File: src/rtl/mgnt_pkg.sv
// mgnt_pkg: shared magnet-sequencer types, channel-index sizing and next-enabled-channel priority pick
package mgnt_pkg;
  typedef enum logic [2:0] {IDLE, CHG, CHG_DLY, DCHG, DCHG_DLY, POST} state_t;
  localparam int NCH_MAX = 16;
  localparam int CH_IDX_W = $clog2(NCH_MAX);
  typedef struct packed {
    logic                found;
    logic [CH_IDX_W-1:0] idx;
  } ch_sel_t;
  function automatic int ch_idx_width(input int nch);
    return (nch > 1) ? $clog2(nch) : 1;
  endfunction
  // lowest set bit of mask at or above index from; found=0 when none remain
  function automatic ch_sel_t next_enabled(input logic [NCH_MAX-1:0] mask, input logic [CH_IDX_W:0] from);
    next_enabled = '0;
    for (int i = NCH_MAX - 1; i >= 0; i--)
      if (mask[i] && (5'(i) >= from)) next_enabled = {1'b1, 4'(i)};
  endfunction
endpackage

File: src/rtl/mgnt_pulse_timer.sv
// mgnt_pulse_timer: loadable down-counter; a load of length L expires after L cycles, L=0 behaves as 1
module mgnt_pulse_timer #(
  parameter int W = 32
) (
  input  logic         clk,
  input  logic         rst,
  input  logic         load,
  input  logic [W-1:0] len,
  output logic         expired
);
  logic [W-1:0] cnt_q, cnt_d;
  // load length-1 (zero lengths bypass to an immediate expire), otherwise count down to 0 and hold
  always_comb begin
    cnt_d = load ? ((len == '0) ? '0 : len - W'(1)) : ((cnt_q == '0) ? '0 : cnt_q - W'(1));
  end
  assign expired = (cnt_q == '0);
  // counter register
  always_ff @(posedge clk or posedge rst) begin
    if (rst) cnt_q <= '0;
    else     cnt_q <= cnt_d;
  end
endmodule

File: src/rtl/mgnt_multich_controller.sv
// mgnt_multich_controller: multi-channel magnet CHG/DCHG sequencer; MGNT_ABORT_EN adds the ABORT port
module mgnt_multich_controller
  import mgnt_pkg::*;
#(
  parameter int DATABUS_WIDTH = 32,
  parameter int NCH = 4
) (
  input  logic                     CLK,
  input  logic                     RESET,
  input  logic                     START,
  input  logic [NCH-1:0]           CH_EN,
  input  logic [DATABUS_WIDTH-1:0] CHG_PLEN,
  input  logic [DATABUS_WIDTH-1:0] CHG_DLEN,
  input  logic [DATABUS_WIDTH-1:0] DCHG_PLEN,
  input  logic [DATABUS_WIDTH-1:0] DCHG_DLEN,
  input  logic [DATABUS_WIDTH-1:0] N,
  input  logic [DATABUS_WIDTH-1:0] D,
`ifdef MGNT_ABORT_EN
  input  logic                     ABORT,
`endif
  output logic                     FSMSTAT,
  output logic                     DONE,
  output logic [DATABUS_WIDTH-1:0] REP_CNT,
  output logic [NCH-1:0]           CHG_OUT,
  output logic [NCH-1:0]           DCHG_OUT
);
  localparam int W = DATABUS_WIDTH;
  localparam int CW = ch_idx_width(NCH);
  state_t         state_q, state_d, s_dd, s_dp, s_cd, entry, after, post_st;
  logic [CW-1:0]  ch_q, ch_d;
  logic [W-1:0]   rep_q, rep_d, rep_inc, load_len;
  logic [W-1:0]   cp_q, cp_d, cd_q, cd_d, dp_q, dp_d, dd_q, dd_d, n_q, n_d, d_q, d_d;
  logic [W-1:0]   l_cp, l_cd, l_dp, l_dd, l_n, l_d;
  logic [NCH-1:0] en_q, en_d, l_en, chg_q, chg_d, dchg_q, dchg_d;
  logic           start_q, fsm_q, fsm_d, done_q, done_d;
  logic           idle, go, abort, abort_req, adv, expired;
  ch_sel_t        nxt, first;
`ifdef MGNT_ABORT_EN
  assign abort_req = ABORT;
`else
  assign abort_req = 1'b0;
`endif
  mgnt_pulse_timer #(.W(W)) u_timer (
    .clk     (CLK),
    .rst     (RESET),
    .load    (adv),
    .len     (load_len),
    .expired (expired)
  );
  // next-state: zero-length states are skipped combinationally so visits chain without gap cycles
  always_comb begin
    idle     = (state_q == IDLE);
    abort    = abort_req & ~idle;
    go       = idle & START & ~start_q & ~abort_req;
    l_cp     = idle ? CHG_PLEN : cp_q;
    l_cd     = idle ? CHG_DLEN : cd_q;
    l_dp     = idle ? DCHG_PLEN : dp_q;
    l_dd     = idle ? DCHG_DLEN : dd_q;
    l_n      = idle ? N : n_q;
    l_d      = idle ? D : d_q;
    l_en     = idle ? CH_EN : en_q;
    nxt      = next_enabled(NCH_MAX'(l_en), 5'(ch_q) + 5'd1);
    first    = next_enabled(NCH_MAX'(l_en), 5'd0);
    rep_inc  = (&rep_q) ? rep_q : rep_q + W'(1);
    post_st  = (l_d != '0) ? POST : IDLE;
    s_dd     = (l_dd != '0) ? DCHG_DLY : IDLE;
    s_dp     = (l_dp != '0) ? DCHG : s_dd;
    s_cd     = (l_cd != '0) ? CHG_DLY : s_dp;
    entry    = (l_cp != '0) ? CHG : (s_cd == IDLE) ? DCHG_DLY : s_cd;
    after    = (state_q == CHG) ? s_cd : (state_q == CHG_DLY) ? s_dp : (state_q == DCHG) ? s_dd : IDLE;
    state_d  = state_q;
    ch_d     = ch_q;
    rep_d    = rep_q;
    adv      = 1'b0;
    if (abort) state_d = IDLE;
    else if (go) begin
      adv   = 1'b1;
      rep_d = '0;
      ch_d  = CW'(first.idx);
      state_d = ((l_n == '0) || !first.found) ? post_st : entry;
    end else if (!idle && expired) begin
      adv = 1'b1;
      if (state_q == POST) state_d = IDLE;
      else if (after != IDLE) state_d = after;
      else if (nxt.found) begin
        ch_d    = CW'(nxt.idx);
        state_d = entry;
      end else begin
        rep_d   = rep_inc;
        ch_d    = CW'(first.idx);
        state_d = (rep_inc == l_n) ? post_st : entry;
      end
    end
    load_len = (state_d == CHG) ? l_cp : (state_d == CHG_DLY) ? l_cd : (state_d == DCHG) ? l_dp :
               (state_d == DCHG_DLY) ? l_dd : l_d;
    chg_d    = (state_d == CHG) ? NCH'(1) << ch_d : '0;
    dchg_d   = (state_d == DCHG) ? NCH'(1) << ch_d : '0;
    fsm_d    = (state_d != IDLE);
    done_d   = (state_d == IDLE) & (~idle | go);
    cp_d     = go ? CHG_PLEN : cp_q;
    cd_d     = go ? CHG_DLEN : cd_q;
    dp_d     = go ? DCHG_PLEN : dp_q;
    dd_d     = go ? DCHG_DLEN : dd_q;
    n_d      = go ? N : n_q;
    d_d      = go ? D : d_q;
    en_d     = go ? CH_EN : en_q;
  end
  // state, latched parameters and registered outputs
  always_ff @(posedge CLK or posedge RESET) begin
    if (RESET) begin
      state_q <= IDLE;
      ch_q    <= '0;
      rep_q   <= '0;
      start_q <= 1'b0;
      fsm_q   <= 1'b0;
      done_q  <= 1'b0;
      chg_q   <= '0;
      dchg_q  <= '0;
      cp_q    <= '0;
      cd_q    <= '0;
      dp_q    <= '0;
      dd_q    <= '0;
      n_q     <= '0;
      d_q     <= '0;
      en_q    <= '0;
    end else begin
      state_q <= state_d;
      ch_q    <= ch_d;
      rep_q   <= rep_d;
      start_q <= START;
      fsm_q   <= fsm_d;
      done_q  <= done_d;
      chg_q   <= chg_d;
      dchg_q  <= dchg_d;
      cp_q    <= cp_d;
      cd_q    <= cd_d;
      dp_q    <= dp_d;
      dd_q    <= dd_d;
      n_q     <= n_d;
      d_q     <= d_d;
      en_q    <= en_d;
    end
  end
  assign FSMSTAT  = fsm_q;
  assign DONE     = done_q;
  assign REP_CNT  = rep_q;
  assign CHG_OUT  = chg_q;
  assign DCHG_OUT = dchg_q;
endmodule

File: config.mk
export PLATFORM = sky130hd
export DESIGN_NAME = mgnt_multich_controller
export DESIGN_NICKNAME = d
export VERILOG_FILES = /design/src/rtl/mgnt_pkg.sv /design/src/rtl/mgnt_pulse_timer.sv /design/src/rtl/mgnt_multich_controller.sv
export SDC_FILE = /design/constraint.sdc
export NUM_CORES = 1
export LEC_CHECK = 0
export ABC_AREA = 1
export BUFFER_PORTS_ARGS = -buffer_cell sky130_fd_sc_hd__buf_2
export CAP_MARGIN = 20
export CORE_MARGIN = 3
export CORE_UTILIZATION = 50
export DETAILED_ROUTE_END_ITERATION = 10
export GPL_TIMING_DRIVEN = 0
export PLACE_DENSITY = 0.71
export SLEW_MARGIN = 0
export SYNTH_ARGS = -nofsm -noshare
export SYNTH_HDL_FRONTEND = slang
export SYNTH_SLANG_ARGS = --single-unit
File: constraint.sdc
create_clock -name CLK -period 10.8 [get_ports CLK]
set_input_delay 1.08 -clock CLK [delete_from_list [all_inputs] [get_ports CLK]]
set_output_delay 1.08 -clock CLK [all_outputs]
set_load 0.01 [all_outputs]
==> run_results.csv, run 1 <==
group,metric,value,unit
floorplan,dieArea,38900,sq um
sta,period_share,57.5,%
clock_tree,postCtsSetupBuffers,0,
logic_synthesis,synth_area,18300,sq um
critical_path,reg2regPathDepth,35,
critical_path,reg2reg_from,"REP_CNT[1]$_DFFE_PP0P_",
logic_synthesis,syn_nets,3016,
clock_tree,htree_num_levels,1,
logic_synthesis,yosysTopAreaCell,"dfrtp_1",
logic_synthesis,synth_cell_types,50,
critical_path,worst-r2r-setup-slack,4.59,ns
critical_path,crit_fanout,10,
logic_synthesis,syn_avg_cell_area,6.50,sq um
final_layout,final_common_cell,"nand2_1",
critical_path,cpPeakStageDelay,0.46,ns
critical_path,r2r-end,"u_timer.cnt_q[25]$_DFF_PP0_",
placement,io_buffers,240,
critical_path,crit_top_cell,"nand2_1",
floorplan,core_area,35800,sq um
clock_tree,clkLatencyLatePin,0.60,ns
power_and_ir_drop,power_density,109,nW/um^2
clock_tree,clockBufferDepth,3,
critical_path,start_kind,"flop",
floorplan,rows,69,
min_path,min_path_type,"flop to flop",
logic_synthesis,ys_ff_latch,276,
final_layout,area_growth,16.3,%
final_layout,fin_nets,3291,
global_route,grt_max_degree,120,
global_route,grt_pass1_wl,112,mm
sta,fin_hold_ws,0.474,ns
drt,antenna_left,0,
run_status,status,"completed",
sta,worst_slew_pin_slew,1.02,ns
sta,rsz0062_at_grt,"no",
logic_synthesis,netlist.area_leader.share,37.8,%
clock_tree,cts_resized,0,
placement,pre_cts_ws,4.59,ns
drt,dr.first_iter.drc_count,2056,
final_layout,layout-drive-gt1-share,13.6,%
drt,vias,20100,
placement,gp_congestion,1.08,
sta,fin_skew,0.0280,ns
floorplan,die_h,197,um
sta,timing.final.crit_period,6.21,ns
final_layout,fillers,3479,
min_path,min_path_cells,2,
global_route,grt_antenna_before_repair,0,
sta,setup_tns,0,ns
sta,relSlewSlack,32.1,%
power_and_ir_drop,p_total,2.31,mW
floorplan,die_x,197,um
critical_path,arrival,6.72,ns
sta,fmax,0.161,GHz
final_layout,final_cell_mix,"nand2_1 (980), o21ai_0 (308), inv_1 (305), buf_2 (285), dfrtp_1 (276)",
logic_synthesis,syn_inst,2813,
min_path,hp-start,"d_q[28]$_DFFE_PP0P_",
power_and_ir_drop,ir_worst_vdd,0.133,mV
global_route,grt.total_usage,37.5,%
clock_tree,postCtsHoldBufs,0,
sta,worst_slack,4.59,ns
logic_synthesis,ys_top_cells_by_area,"dfrtp_1 (38%), nand2_1 (20%), o21ai_0 (8.4%), inv_1 (6.3%), nor2_1 (4.9%)",
final_layout,antennaDiodeCount,0,
placement,dpl_cell_area,20100,sq um
sta,slew_viol_final,0,
clock_tree,root_buffer,"clkbuf_16",
logic_synthesis,synth_warnings,0,
placement,dp_hpwl,58.6,mm
placement,dp.cells,3516,
final_layout,finalNonFillerCells,3573,
clock_tree,numCtsBuffers,31,
global_route,grt_overflow,0,
power_and_ir_drop,p_leak,11.5,nW
final_layout,finalInstanceArea,21300,sq um
floorplan,io_pins,241,
drt,vias_per_cell,5.63,
logic_synthesis,seq_area_frac_synth,37.8,%
critical_path,endpoint_kind,"flop",
critical_path,crit_required,11.31,ns
critical_path,cpMaxStageDelayCell,"dfrtp_1",
drt,routedWlPerCell,20.6,um
min_path,hold_end,"d_q[28]$_DFFE_PP0P_",
drt,wl,73.5,mm
drt,dr.pass1.iters,6,
sta,hold_viol_final,0,
global_route,first_global_vias,19400,
flow_run,max_cap_violations,0,
clock_tree,cts_tree,"built",
final_layout,fin_util,59.4,%
sta,setup_viol,0,
clock_tree,cts.sinks,276,
critical_path,crit_type,"flop to flop",
clock_tree,clkTransAtPathRegs,0.07,ns
drt,drc,0,
floorplan,start_util,51.0,%
[worst max-delay path, delay by kind of cell, from the launching register on]
family	cells	cell delay, ns
flip-flops	1	0.46
buffers and inverters	6	1.23
AND/OR/NAND/NOR	26	3.31
AO/OA/AOI/OAI	1	0.42
adder cells (fa/ha/maj)	2	0.70
[cells by family (layout without fill, tap and decap cells)]
family | count (synthesis) | in the layout | synth area share (%)
and+or+nand+nor | 1549 | 1549 | 35.6
buffers and inverters | 451 | 750 | 9.93
xor gates and xnor gates | 49 | 49 | 2.35
DFF | 276 | 276 | 37.8
muxes | 6 | 6 | 0.328
AOI/OAI and AO/OA | 478 | 478 | 13.8
adders and majority gates | 4 | 4 | 0.274
[cells in the mapped netlist, drive strengths merged]
master,count
a21oi,23
a22oi,1
a31oi,2
and2,2
and3,1
buf,60
clkbuf,71
clkinv,3
dfrtp,276
ha,4
inv,317
mux2i,6
nand2,988
nand2b,1
nand3,173
nand3b,17
nand4,34
nor2,255
nor3,15
nor3b,1
nor4,23
nor4b,1
o211ai,33
o21a,4
o21ai,404
o21bai,2
o22ai,9
or2,37
or3,1
xnor2,15
xor2,34
[worst max-delay path by stage]
stage / from / endpoint / slack [ns]
2_1_floorplan: RESET / CHG_OUT[0]$_DFF_PP0_ / 2.11
3_3_place_gp: RESET / u_timer.cnt_q[29]$_DFF_PP0_ / -1.19
3_5_place_dp: CH_EN[1] / u_timer.cnt_q[25]$_DFF_PP0_ / 4.59
4_1_cts: REP_CNT[1]$_DFFE_PP0P_ / u_timer.cnt_q[25]$_DFF_PP0_ / 4.76
5_1_grt: REP_CNT[1]$_DFFE_PP0P_ / u_timer.cnt_q[21]$_DFF_PP0_ / 4.16
6_report: REP_CNT[1]$_DFFE_PP0P_ / u_timer.cnt_q[25]$_DFF_PP0_ / 4.59
[state kept, by name, summed over array words and instances, names as in the netlist, 32 cells and up]
name	flops
REP_CNT	32
cd_q	32
cp_q	32
d_q	32
dd_q	32
dp_q	32
n_q	32
u_timer.cnt_q	32
[routing by layer]
metal / vias up / global-route usage [%] / share of wire (%)
li1: 9509 / - / -
met4: 0 / 17.6 / 5.5
met5: - / 0 / 0
met1: 9401 / 48.8 / 40
met2: 994 / 61.5 / 46
met3: 196 / 6.24 / 8.3
[layout make-up]
type	instances	area [sq um]	area share, %
Buffer	131	612	2.88
Clock buffer	40	890	4.18
Clock inverter	17	256	1.21
Inverter	320	1210	5.69
Multi-Input combinational cell	2086	9570	45.0
Sequential cell	276	6910	32.5
Tap cell	461	577	2.71
Timing Repair Buffer	242	1260	5.90
[power breakdown]
| group | internal (mW) | switching [mW] | leakage (nW) |
|---|---|---|---|
| Combinational | 0.0308 | 0.0553 | 7.52 |
| Sequential | 1.03 | 0.0000540 | 3.38 |
| Clock | 0.724 | 0.470 | 0.567 |
(Power assumes the default switching activity.)
==> inputs of run 2 (changes only) <==
ABC_AREA = 0   (was 1)
PLACE_DENSITY = 0.73   (was 0.71)
clock period = 5.4 ns   (was 10.8 ns; I/O delays follow)
==> run_results.csv, run 2 <==
group,metric,value,unit
power_and_ir_drop,ir_worst_vdd,0.244,mV
logic_synthesis,syn_nets,2538,
logic_synthesis,syn_avg_cell_area,7.81,sq um
drt,routedWlPerCell,27.1,um
floorplan,die_x,197,um
drt,vias,20900,
drt,dr.pass1.iters,6,
drt,wl,86.9,mm
sta,worst_slack,-0.883,ns
critical_path,start_kind,"flop",
sta,fin_skew,0.0197,ns
logic_synthesis,ys.flop_type,"dfrtp_1",
sta,hold_viol_final,0,
logic_synthesis,synth_cell_types,93,
sta,setup_viol,32,
clock_tree,clkLatencyLatePin,0.60,ns
run_status,violations,"negative setup slack",
global_route,grt_pass1_wl,126,mm
placement,dp_hpwl,65.4,mm
placement,gp_congestion,1.05,
sta,worst_slew_pin_slew,1.18,ns
run_status,status,"finished, violations left",
critical_path,endpoint_kind,"flop",
sta,fmax,0.159,GHz
logic_synthesis,ys_top_cells_by_area,"dfrtp_1 (38%), nand2_1 (17%), mux2i_1 (4.8%), nor4_1 (3.6%), xnor2_1 (3.3%)",
global_route,grt.total_usage,43.4,%
power_and_ir_drop,p_leak,10.4,nW
power_and_ir_drop,seqPwrFrac,44.3,%
critical_path,crit_type,"flop to flop",
floorplan,die_h,197,um
sta,timing.final.crit_period,6.28,ns
drt,dr.first_iter.drc_count,2537,
flow_run,max_cap_violations,0,
sta,relSlewSlack,21.1,%
placement,dpl_cell_area,20300,sq um
global_route,first_global_vias,19800,
logic_synthesis,synth_area,18200,sq um
final_layout,finalInstanceArea,23600,sq um
drt,antenna_left,0,
logic_synthesis,ys_ff_latch,276,
critical_path,crit_required,5.84,ns
placement,dp.cells,3043,
logic_synthesis,syn_inst,2335,
logic_synthesis,synthArstFlopShare,100,%
drt,drc,0,
final_layout,area_growth,29.2,%
power_and_ir_drop,power.internal,3.63,mW
floorplan,rows,69,
floorplan,core_area,35700,sq um
placement,io_buffers,240,
critical_path,crit_fanout,10,
final_layout,fin_nets,2927,
clock_tree,htree_num_levels,1,
logic_synthesis,synth_common_cells,"nand2_1 (833), dfrtp_1 (276), nor2_1 (113), nor4_1 (105), clkbuf_1 (97)",
global_route,grt_overflow,0,
placement,pre_cts_ws,-3.33,ns
global_route,grt_max_degree,43,
clock_tree,numCtsBuffers,31,
drt,vias_per_cell,6.50,
logic_synthesis,netlist.area_leader.share,37.9,%
power_and_ir_drop,pwr-share-clk,43.4,%
logic_synthesis,seq_area_frac_synth,37.9,%
sta,period_share,116,%
logic_synthesis,synth_edf_count,0,
logic_synthesis,yosysTopAreaCell,"dfrtp_1",
floorplan,start_util,51.0,%
final_layout,final_common_cell,"nand2_1",
min_path,min_path_type,"primary input to asynchronous set/reset pin",
floorplan,dieArea,38800,sq um
clock_tree,clkTransAtPathRegs,0.06,ns
power_and_ir_drop,power_density,213,nW/um^2
logic_synthesis,synth.most_common_cell,"nand2_1",
final_layout,finalNonFillerCells,3209,
clock_tree,cts_tree,"built",
critical_path,reg2regPathDepth,25,
global_route,grt_antenna_before_repair,4,
clock_tree,postCtsHoldBufs,0,
sta,slew_viol_final,0,
clock_tree,cts.sinks,276,
clock_tree,root_buffer,"clkbuf_16",
floorplan,io_pins,241,
critical_path,arrival,6.72,ns
logic_synthesis,synth_warnings,0,
power_and_ir_drop,switching_share,27.6,%
final_layout,layout-drive-gt1-share,25.4,%
sta,rsz0062_at_grt,"yes",
final_layout,final_cell_mix,"nand2_1 (823), dfrtp_1 (262), buf_2 (248), buf_4 (117), nor2_1 (111)",
power_and_ir_drop,p_sw,1.38,mW
power_and_ir_drop,power_frac_comb,12.2,%
clock_tree,clockBufferDepth,3,
==> run 2: changes by cell type in the layout (fill, tap and decap cells not counted), sizes merged, moves of 81 or more <==
cell   previous run  this run
o21ai           404        78
inv             320        21
nand2           988       833
nand3           173        73
nor2            255       117
nor4             23       107
buf             302       409
mux2i             6        87
==> run 2: logic make-up (layout without fill, tap and decap cells) <==
| family | Yosys count | in the layout | share of synthesized area (%) |
|---|---|---|---|
| simple gates | 1349 | 1349 | 33.5 |
| compound gates | 332 | 332 | 12.6 |
| flops | 276 | 276 | 37.9 |
| buf+inv | 167 | 577 | 4.05 |
| mux | 104 | 104 | 6.58 |
| xor+xnor | 103 | 103 | 5.17 |
| fa+ha+maj | 4 | 4 | 0.274 |
| other cells | 0 | 3 | 0 |
==> run 2: power groups by stage <==
stage | Combinational [mW] | Sequential, mW | Clock [mW]
floorplan | 0.273 | 2.23 | 0
global placement | 0.509 | 2.25 | 0
detailed placement | 0.531 | 2.26 | 0
CTS | 0.575 | 2.22 | 2.18
global route | 0.652 | 2.23 | 2.25
finish | 0.614 | 2.22 | 2.18
==> run 2: worst paths after layout <==
check,start,to,slack [ns]
min in group CLK,START,start_q$_DFF_PP0_,0.08
worst min register to register,en_q[2]$_DFFE_PP0P_,en_q[2]$_DFFE_PP0P_,0.48
worst min-delay path,RESET,d_q[10]$_DFFE_PP0P_,0.02
worst max-delay path,state_q[2]$_DFF_PP0_,u_timer.cnt_q[26]$_DFF_PP0_,-0.88
max in group asynchronous,RESET,u_timer.cnt_q[19]$_DFF_PP0_,3.92
worst max register to register,state_q[2]$_DFF_PP0_,u_timer.cnt_q[26]$_DFF_PP0_,-0.88
==> run 2: through the flow <==
stage          utilization, %  total power, mW  hold WS [ns]  setup TNS (ns)
6_report                 65.9             5.01        0.0244          -25.78
5_1_grt                  65.9             5.13        0.0755          -28.10
4_1_cts                  64.4             4.97        0.0264          -18.82
3_5_place_dp             56.8             2.79         0.463         -123.11
3_3_place_gp             56.4             2.76         0.459         -264.47
2_1_floorplan               -             2.50         0.445           -3.10
==> run 2: timing repair <==
item                       CTS  global route
resized for setup          234            76
hold endpoints to repair     0             0
cloned                       4             1
pin swaps                   64            23
setup endpoints to repair   73            32
buffers inserted            89            22
==> run 2: worst max-delay path, stage by stage (launching register included) <==
cell       delay (ns)
dfrtp_1          0.49
nor3_4           0.25
buf_6            0.22
buf_6            0.21
buf_4            0.25
buf_4            0.27
nand4_1          0.22
nand2_1          0.14
o21ai_2          0.20
o31a_1           0.40
a2111oi_0        0.50
nor3_1           0.10
mux2_4           0.38
clkinv_8         0.11
buf_12           0.15
o21ai_1          0.12
a32oi_4          0.37
a32oi_4          0.14
nor4_4           0.41
buf_4            0.19
nand3_4          0.10
nor3_4           0.23
buf_6            0.15
nand4b_1         0.17
xnor2_2          0.21
o22ai_1          0.09
==> run 2: metal layers <==
| layer | GRT usage, % | share of wire [%] | up-vias |
|---|---|---|---|
| met3 | 8.60 | 11 | 398 |
| met1 | 54.5 | 36 | 9994 |
| met4 | 27.8 | 8.4 | 2 |
| li1 | - | - | 9004 |
| met2 | 68.9 | 44 | 1457 |
| met5 | 0 | 0.015 | - |
==> run 2: area by class of cell <==
type	instances	area, sq um
well taps	461	577
repair buffers	362	2260
clock buffers	41	853
repair inverters	1	6.26
multi-input cells	1892	11800
fillers	3070	12200
plain buffers	140	925
diodes	3	7.51
inverters	20	91.3
flip-flops and latches	276	6920
clock inverters	13	159
